## src/rtl/ppu_bg_render.sv

```systemverilog
// Background tile renderer: fetches nametable, attribute and pattern data per tile,
// shifts pixels out and writes palette colours to a video buffer. Option: PPU_BG_CLIP_EN.
module ppu_bg_render #(
   parameter int H_ACTIVE    = 256,
   parameter int V_ACTIVE    = 240,
   parameter int LINE_CYCLES = 340,
   parameter int VBUF_AW     = 17
) (
   input  logic               i_clk,
   input  logic               i_rst,
   input  logic [5:0]         i_ppuctrl,
   input  logic [7:0]         i_ppumask,
   input  logic [7:0]         i_ppuscrollX,
   input  logic [7:0]         i_ppuscrollY,
   input  logic               i_vblank,
   output logic [11:0]        o_nt_addr,
   input  logic [7:0]         i_nt_rdata,
   output logic [11:0]        o_pt_addr,
   input  logic [15:0]        i_pt_rdata,
   output logic [4:0]         o_plt_addr,
   input  logic [7:0]         i_plt_rdata,
   output logic               o_vbuf_we,
   output logic [VBUF_AW-1:0] o_vbuf_addr,
   output logic [7:0]         o_vbuf_wdata,
   output logic               o_busy,
   output logic               o_frame_done
);

   localparam int XW = $clog2(LINE_CYCLES);
   localparam int YW = $clog2(V_ACTIVE);

   logic [1:0]         vb_sync;
   logic               vb_fall;
   logic [XW-1:0]      x;
   logic [YW-1:0]      y;
   logic [2:0]         fine_x, fine_y;
   logic [4:0]         cx, cy, lat_cx;
   logic [1:0]         nt;
   logic               lat_nt0, bgsel;
   logic [15:0]        sh_pl, sh_ph, sh_al, sh_ah;
   logic               in_fetch, in_pix, clip;
   logic [2:0]         attr_idx;
   logic [1:0]         attr_pair;
   logic [3:0]         pix_sel;
   logic [3:0]         pix;
   logic [XW-1:0]      pix_col;
   logic [VBUF_AW-1:0] pix_addr;
   logic [4:0]         plt_next;
   logic               p1_valid, p2_valid;
   logic [VBUF_AW-1:0] p1_addr, p2_addr;
   logic               unused_ok;

   assign vb_fall   = vb_sync[1] & ~vb_sync[0];
   assign in_fetch  = o_busy && (x < XW'(H_ACTIVE + 16));
   assign in_pix    = o_busy && (x >= XW'(16)) && (x < XW'(H_ACTIVE + 16));
   assign attr_idx  = {cy[1], cx[1], 1'b0};
   assign attr_pair = i_nt_rdata[attr_idx +: 2];
   assign pix_sel   = 4'd15 - {1'b0, fine_x};
   assign pix       = {sh_ah[pix_sel], sh_al[pix_sel], sh_ph[pix_sel], sh_pl[pix_sel]};
   assign pix_col   = x - XW'(16);
   assign pix_addr  = VBUF_AW'(y) * VBUF_AW'(H_ACTIVE) + VBUF_AW'(pix_col);

`ifdef PPU_BG_CLIP_EN
   assign clip      = !i_ppumask[1] && (pix_col < XW'(8));
   assign unused_ok = &{1'b0, i_ppuctrl[5], i_ppuctrl[3:2], i_ppumask[7:4], i_ppumask[2]};
`else
   assign clip      = 1'b0;
   assign unused_ok = &{1'b0, i_ppuctrl[5], i_ppuctrl[3:2], i_ppumask[7:4], i_ppumask[2:1]};
`endif

   // Transparent pattern pixels and a disabled background both map to the backdrop entry.
   assign plt_next = (pix[1:0] == 2'b00 || !i_ppumask[3] || clip) ? 5'd0 : {1'b0, pix};

   always_comb begin
      // NOTE: every output gets a default first so no latch is inferred.
      o_nt_addr = '0;
      o_pt_addr = '0;
      if (in_fetch) begin
         if (x[2:0] == 3'd5) begin
            o_nt_addr = {nt, cy, cx};
         end else if (x[2:0] == 3'd6) begin
            o_nt_addr = {nt, 4'b1111, cy[4:2], cx[4:2]};
            o_pt_addr = {bgsel, i_nt_rdata, fine_y};
         end
      end
   end

   // NOTE: all state uses nonblocking assignments so every flop samples pre-edge values.
   always_ff @(posedge i_clk) begin
      if (i_rst) begin
         vb_sync      <= '0;
         o_busy       <= 1'b0;
         o_frame_done <= 1'b0;
         x            <= '0;
         y            <= '0;
         fine_x       <= '0;
         fine_y       <= '0;
         cx           <= '0;
         cy           <= '0;
         lat_cx       <= '0;
         nt           <= '0;
         lat_nt0      <= 1'b0;
         bgsel        <= 1'b0;
         sh_pl        <= '0;
         sh_ph        <= '0;
         sh_al        <= '0;
         sh_ah        <= '0;
         o_plt_addr   <= '0;
         p1_valid     <= 1'b0;
         p2_valid     <= 1'b0;
         p1_addr      <= '0;
         p2_addr      <= '0;
         o_vbuf_we    <= 1'b0;
         o_vbuf_addr  <= '0;
         o_vbuf_wdata <= '0;
      end else begin
         vb_sync      <= {vb_sync[0], i_vblank};
         o_frame_done <= 1'b0;

         // Palette lookup and buffer write trail the pixel by one and three cycles.
         o_plt_addr   <= in_pix ? plt_next : 5'd0;
         p1_valid     <= in_pix;
         p1_addr      <= pix_addr;
         p2_valid     <= p1_valid;
         p2_addr      <= p1_addr;
         o_vbuf_we    <= p2_valid;
         o_vbuf_addr  <= p2_addr;
         o_vbuf_wdata <= i_plt_rdata & (i_ppumask[0] ? 8'h30 : 8'hFF);

         if (vb_fall) begin
            o_busy  <= 1'b1;
            x       <= '0;
            y       <= '0;
            fine_x  <= i_ppuscrollX[2:0];
            cx      <= i_ppuscrollX[7:3];
            lat_cx  <= i_ppuscrollX[7:3];
            fine_y  <= i_ppuscrollY[2:0];
            cy      <= i_ppuscrollY[7:3];
            nt      <= i_ppuctrl[1:0];
            lat_nt0 <= i_ppuctrl[0];
            bgsel   <= i_ppuctrl[4];
            sh_pl   <= '0;
            sh_ph   <= '0;
            sh_al   <= '0;
            sh_ah   <= '0;
         end else if (o_busy) begin
            if (in_fetch) begin
               if (x[2:0] == 3'd7) begin
                  sh_pl <= {sh_pl[14:7], i_pt_rdata[7:0]};
                  sh_ph <= {sh_ph[14:7], i_pt_rdata[15:8]};
                  sh_al <= {sh_al[14:7], {8{attr_pair[0]}}};
                  sh_ah <= {sh_ah[14:7], {8{attr_pair[1]}}};
                  cx    <= cx + 5'd1;
                  if (cx == 5'd31) nt[0] <= ~nt[0];
               end else begin
                  sh_pl <= {sh_pl[14:0], 1'b0};
                  sh_ph <= {sh_ph[14:0], 1'b0};
                  sh_al <= {sh_al[14:0], 1'b0};
                  sh_ah <= {sh_ah[14:0], 1'b0};
               end
            end

            if (x == XW'(LINE_CYCLES - 1)) begin
               x      <= '0;
               cx     <= lat_cx;
               nt[0]  <= lat_nt0;
               fine_y <= fine_y + 3'd1;
               // Row 29 is the last tile row of a nametable; 30/31 alias the attribute area.
               if (fine_y == 3'd7) begin
                  if (cy == 5'd29) begin
                     cy    <= 5'd0;
                     nt[1] <= ~nt[1];
                  end else begin
                     cy <= (cy == 5'd31) ? 5'd0 : cy + 5'd1;
                  end
               end
               if (y == YW'(V_ACTIVE - 1)) begin
                  y            <= '0;
                  o_busy       <= 1'b0;
                  o_frame_done <= 1'b1;
               end else begin
                  y <= y + YW'(1);
               end
            end else begin
               x <= x + XW'(1);
            end
         end
      end
   end

endmodule

```

## config.mk

```make
export PLATFORM = sky130hd
export DESIGN_NAME = ppu_bg_render
export DESIGN_NICKNAME = d
export VERILOG_FILES = /design/src/rtl/ppu_bg_render.sv
export SDC_FILE = /design/constraint.sdc
export NUM_CORES = 1
export LEC_CHECK = 0
export ABC_AREA = 0
export CORE_MARGIN = 2
export CORE_UTILIZATION = 50
export CTS_BUF_LIST = sky130_fd_sc_hd__clkbuf_4 sky130_fd_sc_hd__clkbuf_8
export DETAILED_ROUTE_END_ITERATION = 16
export PLACE_DENSITY = 0.81
export SLEW_MARGIN = 40
export SYNTH_ARGS = -nofsm -noshare
export SYNTH_HDL_FRONTEND = slang
export SYNTH_SLANG_ARGS = --single-unit
```

## constraint.sdc

```tcl
create_clock -name i_clk -period 2 [get_ports i_clk]
set_clock_uncertainty 0.05 [all_clocks]
set_input_delay 0.5 -clock i_clk [delete_from_list [all_inputs] [get_ports i_clk]]
set_output_delay 0.5 -clock i_clk [all_outputs]
set_load 0.05 [all_outputs]
```

==> flow_summary_export.csv, run 1 <==
group,metric,value,unit
layout,nNetsFinal,1041,
layout,n_antenna_cell,0,
grt,grt_pass1_vias,5756,
layout,postLayoutCoreUtil,68.68,%
synth,synthCells,825,
pwr,vdd_ir_drop_max,455.5,uV
synth,ys_ff_latch,176,
detailed_routing,routedWlPerCell,14.35,um
setup_path,crit_path_frequent_cell,"buf_12",
detailed_routing,firstDrtPassIters,4,
outcome,status,"finished, violations left",
layout,final_cells,1153,
floorplan,dieWidth,125.0,um
setup_path,cp_slowest_cell,"o41ai_4",
layout,syn_to_final_growth,35.24,%
clock_network,clk_latency,0.44,ns
detailed_routing,dr.first_iter.drc_count,446,
layout,fillers,1125,
detailed_routing,postRouteAntennaNets,0,
outcome,violations,"setup timing",
clock_network,clockBufferDepth,2,
clock_network,htree_levels,4,
sta,hold_viol_final,0,
detailed_routing,vias,6108,
clock_network,clock-sinks,176,
synth,yosysTopAreaCellShare,48.10,%
setup_path,crit_chain,"o41ai_4, nand3_2, buf_4, buf_12, a21oi_4, buf_12",
place,hpwl,10.89,mm
synth,syn_avg_cell_area,8.878,sq um
synth,synth-async-reset-ratio,0,%
layout,postLayoutCellArea,0.009906,sq mm
place,gp_congestion,0.8520,
synth,synth_commonest_cells,"dfxtp_1, nand2_1, nor2_1, a21oi_1, nor2b_1",
synth,synthTopCellsByArea,"dfxtp_1, nand2_1, nor2b_1, a21oi_1, nor2_1",
grt,grt_max_degree,74,
setup_path,crit_fanout,10,
synth,yosysSeqAreaShare,48.10,%
setup_path,arrival,1.97,ns
synth,synth_top_area_cell,"dfxtp_1",
synth,synth_ff_type,"dfxtp_1",
setup_path,end_kind,"primary output",
synth,yosys_warnings,0,
floorplan,start_util,50.78,%
pwr,finalPower,6.583,mW
synth,synth-edff-count,0,
pwr,p_sw_share,23.33,%
hold_path,hp-class,"input port to flop",
sta,drv_slew,0,
detailed_routing,via_per_inst,5.297,
grt,grt_use_total,21.48,%
synth,synth_area,0.007325,sq mm
clock_network,ctsHoldBuffers,0,
floorplan,ioPinCount,122,
clock_network,clock-root-buffer,"clkbuf_8",
synth,yosysMostFrequentCell,"dfxtp_1",
setup_path,slowest_delay,0.39,ns
pwr,power_frac_seq,55.1,%
place,numPortBuffers,111,
clock_network,clkTransAtPathRegs,0.09,ns
floorplan,core,0.01442,sq mm
clock_network,tritoncts,"built",
pwr,p_leak,3.685,nW
pwr,intPower,5.047,mW
pwr,clkPwrFrac,36.9,%
synth,syn_nets,907,
grt,grt_overflow,0,
detailed_routing,drc,0,
layout,drive_above_1_share,23.74,%
pwr,p_switching,1.536,mW
detailed_routing,wl,16.54,mm
setup_path,path_class,"flop to primary output",
place,dp_cells,1115,
grt,grt_pass1_wl,27.61,mm
sta,finalCriticalPeriod,2.522,ns
flow_run,maxCapViolCount,0,
floorplan,rows,44,
floorplan,die_h,125.0,um
sta,finalWorstSetupSlack,-0.5221,ns
setup_path,cp_data_required_time,1.45,ns
setup_path,cp-start-kind,"flop",
place,dpl_cell_area,0.009251,sq mm
sta,rsz0062_at_grt,"yes",
grt,grt_antenna_before_repair,0,
sta,setup_violations,36,
clock_network,cts_buffers,17,
pwr,pwr-share-comb,8.0,%
sta,fmax,396.5,MHz
synth,ys_types,55,
sta,fin_hold_ws,0.2897,ns
pwr,p_per_area,664.5,mW/mm^2
sta,fin_crit_sh,126.1,%
floorplan,die_area,0.01563,sq mm
## what timing repair did
item,in CTS,in global routing
endpoints found under the setup margin,35,66
gates cloned,1,0
gates resized for setup,22,31
pin swaps,11,14
setup buffers,6,3
## cells by family after synthesis
logic type	after synthesis	share of synthesized area [%]
buffers and inverters	72	4.014
adder cells (fa/ha/maj)	17	2.904
AO/OA/AOI/OAI	130	10.78
other	1	0.05120
XOR/XNOR	25	2.989
multiplexers	29	5.671
AND/OR/NAND/NOR	375	25.49
flip-flops	176	48.10
## per-stage QoR
step                setup slack (ns)  TNS, ns
global route                 -0.6006   -15.61
global placement            -0.09237   -1.411
finish                       -0.5221   -12.50
detailed placement           -0.1425   -2.356
floorplan                   -0.08452   -1.391
CTS                          -0.5526   -12.69
## cells in the final DEF (no fill, tap or decap), types with 7 or more instances in the layout
cell type | Yosys | final
a211oi_1 | 16 | 16
a21oi_1 | 65 | 59
and2_1 | 23 | 9
and2_4 | 0 | 11
buf_12 | 0 | 32
buf_4 | 1 | 79
clkbuf_8 | 0 | 17
clkdlybuf4s50_1 | 0 | 54
dfxtp_1 | 176 | 171
ha_1 | 17 | 10
inv_1 | 12 | 10
mux2i_1 | 19 | 19
mux4_2 | 10 | 10
nand2_1 | 125 | 123
nand3_1 | 14 | 12
nand4_1 | 8 | 8
nor2_1 | 84 | 77
nor2_4 | 1 | 7
nor2b_1 | 59 | 58
nor3_1 | 26 | 19
o21ai_0 | 19 | 18
xnor2_1 | 18 | 17
xor2_1 | 7 | 7
## power by group through the flow
stage	Clock, mW	Combinational, mW	Sequential [mW]
after floorplan	0	0.254	3.74
after global placement	0	0.514	3.70
after detailed placement	0	0.523	3.71
after CTS	2.47	0.523	3.63
after global routing	2.65	0.575	3.64
final	2.43	0.528	3.63
## sequential cells by signal, indices dropped and copies added (netlist names), 5 cells and up
signal and cells:
y 8, x 9, o_vbuf_wdata 8, lat_cx 5, p1_addr 17, sh_ph 16, p2_addr 17, o_vbuf_addr 17
sh_pl 16, cx 5, cy 5, sh_ah 16, sh_al 16
## routing by layer
layer  GRT usage [%]  part of all wire, %  vias up
met5               0                    0        -
met3           5.306                  5.7       24
met4           7.974                  2.1        0
li1                -                    -     3060
met1           28.34                   45     2828
met2           34.34                   48      196
## path summary, 6_finish.rpt
path         startpoint             end  slack [ns]  cells after the start
max reg2reg        x[5]           cx[0]       -0.13                      7
max                x[4]    o_nt_addr[8]       -0.52                      6
min reg2reg  p2_addr[6]  o_vbuf_addr[6]        0.39                      1
min               i_rst      vb_sync[1]        0.29                      2
## layout make-up
class,count,area (sq um),share of cell area (%)
flip-flops and latches,176,3530,35.63
inverters,12,45.04,0.4547
clock buffers,18,241.5,2.438
well taps,184,230.2,2.324
multi-input cells,578,3859,38.95
clock inverters,11,143.9,1.453
repair buffers,174,1857,18.74
## worst max-delay path: cells and delay by family, from the launching register on
family,cells,cell delay [ns]
AND/OR/NAND/NOR,1,0.16
buffers and inverters,3,0.48
flip-flops,1,0.36
AO/OA/AOI/OAI,2,0.53
No activity file was read; power rests on OpenSTA's default activity.
==> run 2: changes to the inputs <==
PLACE_DENSITY = 0.78   (was 0.81)
clock period = 3.1 ns   (was 2 ns; I/O delays follow)
==> run 2 against run 1 <==
Compared with the run above:
- worst hold slack improved by 0.099 ns
- power decreased by 38%
- largest power group unchanged
- the flow now finishes without violations
- flip-flop and latch count unchanged
- critical endpoint is now o_pt_addr[2]
- utilization decreased by 4.9 points
- cell count decreased by 3.6%
- combinational power decreased by 42%
==> flow_summary_export.csv, run 2 (synthesis gave the netlist of run 1 again) <==
group,metric,value,unit
detailed_routing,wl,15.14,mm
sta,fin_setup_tns,0,ns
setup_path,crit_buf_inv,2,
layout,n_antenna_cell,0,
floorplan,die_area,0.01563,sq mm
sta,rsz0062_at_grt,"no",
layout,syn_to_final_growth,25.61,%
setup_path,cp_data_required_time,2.27,ns
detailed_routing,vias,5792,
outcome,status,"finished clean",
grt,grt_pass1_vias,5371,
detailed_routing,via_per_inst,5.213,
pwr,vdd_ir_drop_max,295.1,uV
place,gp_congestion,0.8485,
clock_network,tritoncts,"built",
floorplan,dieWidth,125.0,um
pwr,p_switching,1.036,mW
clock_network,clockBufferDepth,2,
grt,grt_antenna_before_repair,0,
detailed_routing,routedWlPerCell,13.62,um
sta,fmax,340.9,MHz
setup_path,crit_chain,"o41ai_4, nand3_2, nor2_1, buf_4, and2_1, buf_12",
setup_path,slowest_delay,0.41,ns
detailed_routing,postRouteAntennaNets,0,
floorplan,die_h,125.0,um
pwr,p_sw_share,25.29,%
setup_path,crit_fanout,12,
sta,drv_slew,0,
pwr,p_leak,3.252,nW
clock_network,clock-root-buffer,"clkbuf_8",
setup_path,path_delay_family,"simple AND/OR/NAND/NOR gates",
grt,grt_max_degree,72,
pwr,power_frac_seq,57.2,%
setup_path,arrival,2.11,ns
sta,fin_crit_sh,94.64,%
flow_run,maxCapViolCount,0,
pwr,pwr-share-comb,7.5,%
pwr,finalPower,4.097,mW
clock_network,clk_latency,0.46,ns
pwr,p_per_area,445.4,mW/mm^2
layout,register_area,0.003525,sq mm
detailed_routing,firstDrtPassIters,6,
grt,grt_overflow,0,
floorplan,ioPinCount,122,
sta,setup_violations,0,
layout,postLayoutCoreUtil,63.78,%
setup_path,end_kind,"primary output",
layout,nNetsFinal,996,
detailed_routing,dr.first_iter.drc_count,430,
setup_path,cp_slowest_cell,"dfxtp_1",
layout,reg_top3,"o_vbuf_addr (17), p1_addr (17), p2_addr (17)",
sta,worst_pin_slew,0.5873,ns
clock_network,htree_levels,4,
clock_network,clkTransAtPathRegs,0.09,ns
hold_path,hp-class,"flop to flop",
clock_network,clock-sinks,176,
floorplan,rows,44,
place,numPortBuffers,111,
grt,grt_pass1_wl,25.69,mm
floorplan,core,0.01442,sq mm
setup_path,path_class,"flop to primary output",
setup_path,cp-start-kind,"flop",
sta,finalCriticalPeriod,2.934,ns
pwr,intPower,3.061,mW
layout,layout_commonest_cell,"dfxtp_1",
clock_network,ctsHoldBuffers,0,
detailed_routing,drc,0,
sta,slew_headroom,60.79,%
layout,final_cell_mix,"dfxtp_1, nand2_1, clkdlybuf4s50_1",
layout,multi_input_area,0.003532,sq mm
place,hpwl,10.18,mm
pwr,clkPwrFrac,35.4,%
clock_network,cts_buffers,17,
layout,drive_above_1_share,11.11,%
floorplan,start_util,50.78,%
sta,hold_viol_final,0,
grt,grt_use_total,19.85,%
layout,fillers,1226,
-- run 2: power groups by stage --
stage	Combinational [mW]	Clock, mW	Sequential [mW]
6_report	0.305	1.45	2.34
5_1_grt	0.335	1.59	2.35
4_1_cts	0.306	1.49	2.34
3_5_place_dp	0.305	0	2.40
3_3_place_gp	0.301	0	2.39
2_1_floorplan	0.158	0	2.41
-- run 2: area by class of cell --
class / count / share of cell area [%]
clock buffers: 19 / 2.842
repair buffers: 130 / 16.32
clock inverters: 13 / 1.142
well taps: 184 / 2.502
flip-flops and latches: 176 / 38.31
multi-input cells: 577 / 38.39
inverters: 12 / 0.4896
-- run 2: worst paths after layout --
path              startpoint        endpoint  slack (ns)  cells after the start
setup / recovery        x[5]    o_pt_addr[2]        0.17                      6
hold / removal    p2_addr[9]  o_vbuf_addr[9]        0.39                      1
setup reg to reg        x[0]           cx[1]        0.72                      5
hold reg to reg   p2_addr[9]  o_vbuf_addr[9]        0.39                      1
-- run 2: what timing repair did --
item                                    CTS  global route
resized for setup                         2             2
endpoints found under the setup margin   23            16
setup buffers                             0             1
pin swaps                                 0             1
-- run 2: through the flow --
stage / std cells / worst slack, ns / hold slack, ns / cell area, sq um
finish: 1111 / 0.1663 / 0.3890 / 9200
global route: 1111 / 0.02540 / 0.4069 / 9200
CTS: 1110 / 0.04866 / 0.3909 / 9189
detailed placement: 1078 / 0.4229 / 0.3704 / 8806
global placement: 1078 / 0.4475 / 0.3681 / 8806
floorplan: 825 / 0.1007 / 0.3638 / 7325
-- run 2: metal layers --
layer  routed length, um  part of all wire, %  vias to the layer above  global-route usage, %
met1                7154                   47                     2657                  27.17
met5                   0                    0                        -                      0
li1                    -                    -                     2962                      -
met2                6907                   46                      154                  30.40
met3                 887                  5.9                       19                  5.563
met4                 184                  1.2                        0                  6.732
==> run 3: changes to the inputs <==
CORE_MARGIN = 3   (was 2)
==> run 3 against run 2 <==
Compared with the run above:
- cell area is essentially flat
- cell count shrank 0.36%
- sequential share of layout area is essentially flat
- combinational power is essentially flat
- non-clock buffer count is the same
- highest routed layer is now met5
- critical path depth grew 1
- fmax shrank 2.5%
- flip-flop and latch count is the same
- utilization grew 1.5 points
- register-to-register slack is essentially flat
- sequential power is essentially flat
- global-route usage shrank 0.88 points
- largest power group unchanged
==> flow_summary_export.csv, run 3 (synthesis gave the netlist of run 1 again) <==
group,metric,value,unit
detailed_routing,drc,0,
detailed_routing,postRouteAntennaNets,0,
place,numPortBuffers,111,
clock_network,clockBufferDepth,2,
sta,drv_slew,0,
place,pre_cts_ws,0.5579,ns
layout,postLayoutCellArea,0.009204,sq mm
layout,n_antenna_cell,0,
layout,layout_commonest_cell,"dfxtp_1",
floorplan,core,0.01410,sq mm
layout,register_area,0.003528,sq mm
clock_network,cts_setup_buffers,0,
sta,fin_crit_sh,97.10,%
setup_path,cp_data_required_time,2.27,ns
pwr,vdd_ir_drop_max,280.5,uV
floorplan,start_util,51.96,%
place,gp_congestion,0.8455,
sta,hold_viol_final,0,
clock_network,cts_buffers,17,
grt,grt_pass1_vias,5303,
grt,grt_overflow,0,
clock_network,clock-root-buffer,"clkbuf_8",
setup_path,cp-start-kind,"flop",
sta,finalCriticalPeriod,3.010,ns
sta,fmax,332.2,MHz
place,dp_cells,1075,
pwr,p_leak,3.271,nW
setup_path,end_kind,"primary output",
layout,fillers,1160,
grt,grt_use_total,18.97,%
detailed_routing,via_per_inst,5.324,
layout,multi_input_area,0.003513,sq mm
clock_network,clock-sinks,176,
sta,fin_setup_tns,0,ns
place,dpl_cell_area,0.008796,sq mm
detailed_routing,routedWlPerCell,13.84,um
floorplan,rows,43,
grt,grt_antenna_before_repair,1,
layout,nNetsFinal,996,
pwr,p_per_area,461.7,mW/mm^2
place,hpwl,10.48,mm
layout,syn_to_final_growth,25.66,%
setup_path,crit_fanout,13,
detailed_routing,dr.first_iter.drc_count,396,
detailed_routing,vias,5894,
clock_network,clkTransAtPathRegs,0.10,ns
detailed_routing,firstDrtPassIters,5,
setup_path,path_class,"flop to primary output",
grt,grt_max_degree,51,
hold_path,hp-class,"flop to flop",
outcome,status,"finished clean",
setup_path,arrival,2.18,ns
floorplan,die_h,127.0,um
flow_run,maxCapViolCount,0,
detailed_routing,wl,15.33,mm
clock_network,ctsHoldBuffers,0,
sta,slew_headroom,62.30,%
grt,grt_pass1_wl,25.25,mm
layout,reg_top3,"o_vbuf_addr (17), p1_addr (17), p2_addr (17)",
floorplan,die_area,0.01614,sq mm
clock_network,htree_levels,4,
clock_network,cts_resized,0,
floorplan,ioPinCount,122,
sta,setup_violations,0,
sta,worst_pin_slew,0.5647,ns
sta,finalWorstSetupSlack,0.09001,ns
floorplan,dieWidth,127.0,um
clock_network,tritoncts,"built",
layout,final_cells,1107,
clock_network,clk_latency,0.45,ns
layout,final_cell_mix,"dfxtp_1, nand2_1, clkdlybuf4s50_1",
layout,drive_above_1_share,11.22,%
run 3: changes by cell type in the layout (fill, tap and decap cells not counted), moves of 2 or more:
cell	delta
bufinv_16	+2
inv_6	+4
clkinvlp_4	-3
dfxtp_1	-3
dfxtp_2	+3
clkbuf_8	-2
run 3: metal layers:
metal | global-route usage [%] | wire length [um] | vias up
met5 | 0 | 7 | -
met4 | 5.489 | 203 | 2
met3 | 5.477 | 1073 | 26
met2 | 29.61 | 6956 | 183
met1 | 25.77 | 7084 | 2726
li1 | - | - | 2957
run 3: worst paths after layout:
path	from	depth (start not counted)	end	slack (ns)
min reg2reg	p2_addr[12]	1	o_vbuf_addr[12]	0.38
max reg2reg	x[0]	5	nt[0]	0.72
min	p2_addr[12]	1	o_vbuf_addr[12]	0.38
max	x[5]	7	o_pt_addr[3]	0.09
run 3: per-stage QoR:
stage | total power [mW] | utilization, % | hold slack, ns
4_1_cts | 4.290 | 65.26 | 0.3888
3_5_place_dp | 2.699 | 62.40 | 0.3704
6_report | 4.250 | 65.29 | 0.3848
3_3_place_gp | 2.694 | 62.40 | 0.3672
2_1_floorplan | 2.569 | - | 0.3638
5_1_grt | 4.431 | 65.29 | 0.3942
run 3: critical path, stage by stage (launching register included):
cell     delay (ns)
dfxtp_2        0.38
o41ai_2        0.42
nand3_1        0.12
buf_4          0.20
nor2_1         0.10
buf_4          0.16
and2_1         0.19
buf_12         0.15
run 3: cell type report:
| type | instances | share of cell area, % |
|---|---|---|
| clock buffer | 17 | 2.542 |
| clock inverter | 15 | 1.835 |
| inverter | 12 | 0.4894 |
| multi-input combinational | 577 | 38.17 |
| sequential | 176 | 38.34 |
| tap | 180 | 2.447 |
| timing repair buffer | 130 | 16.18 |
run 3: power by group:
group / switching [mW] / internal [mW] / total (mW)
Clock: 0.863 / 0.740 / 1.60
Sequential: 0.0351 / 2.31 / 2.34
Combinational: 0.161 / 0.142 / 0.303
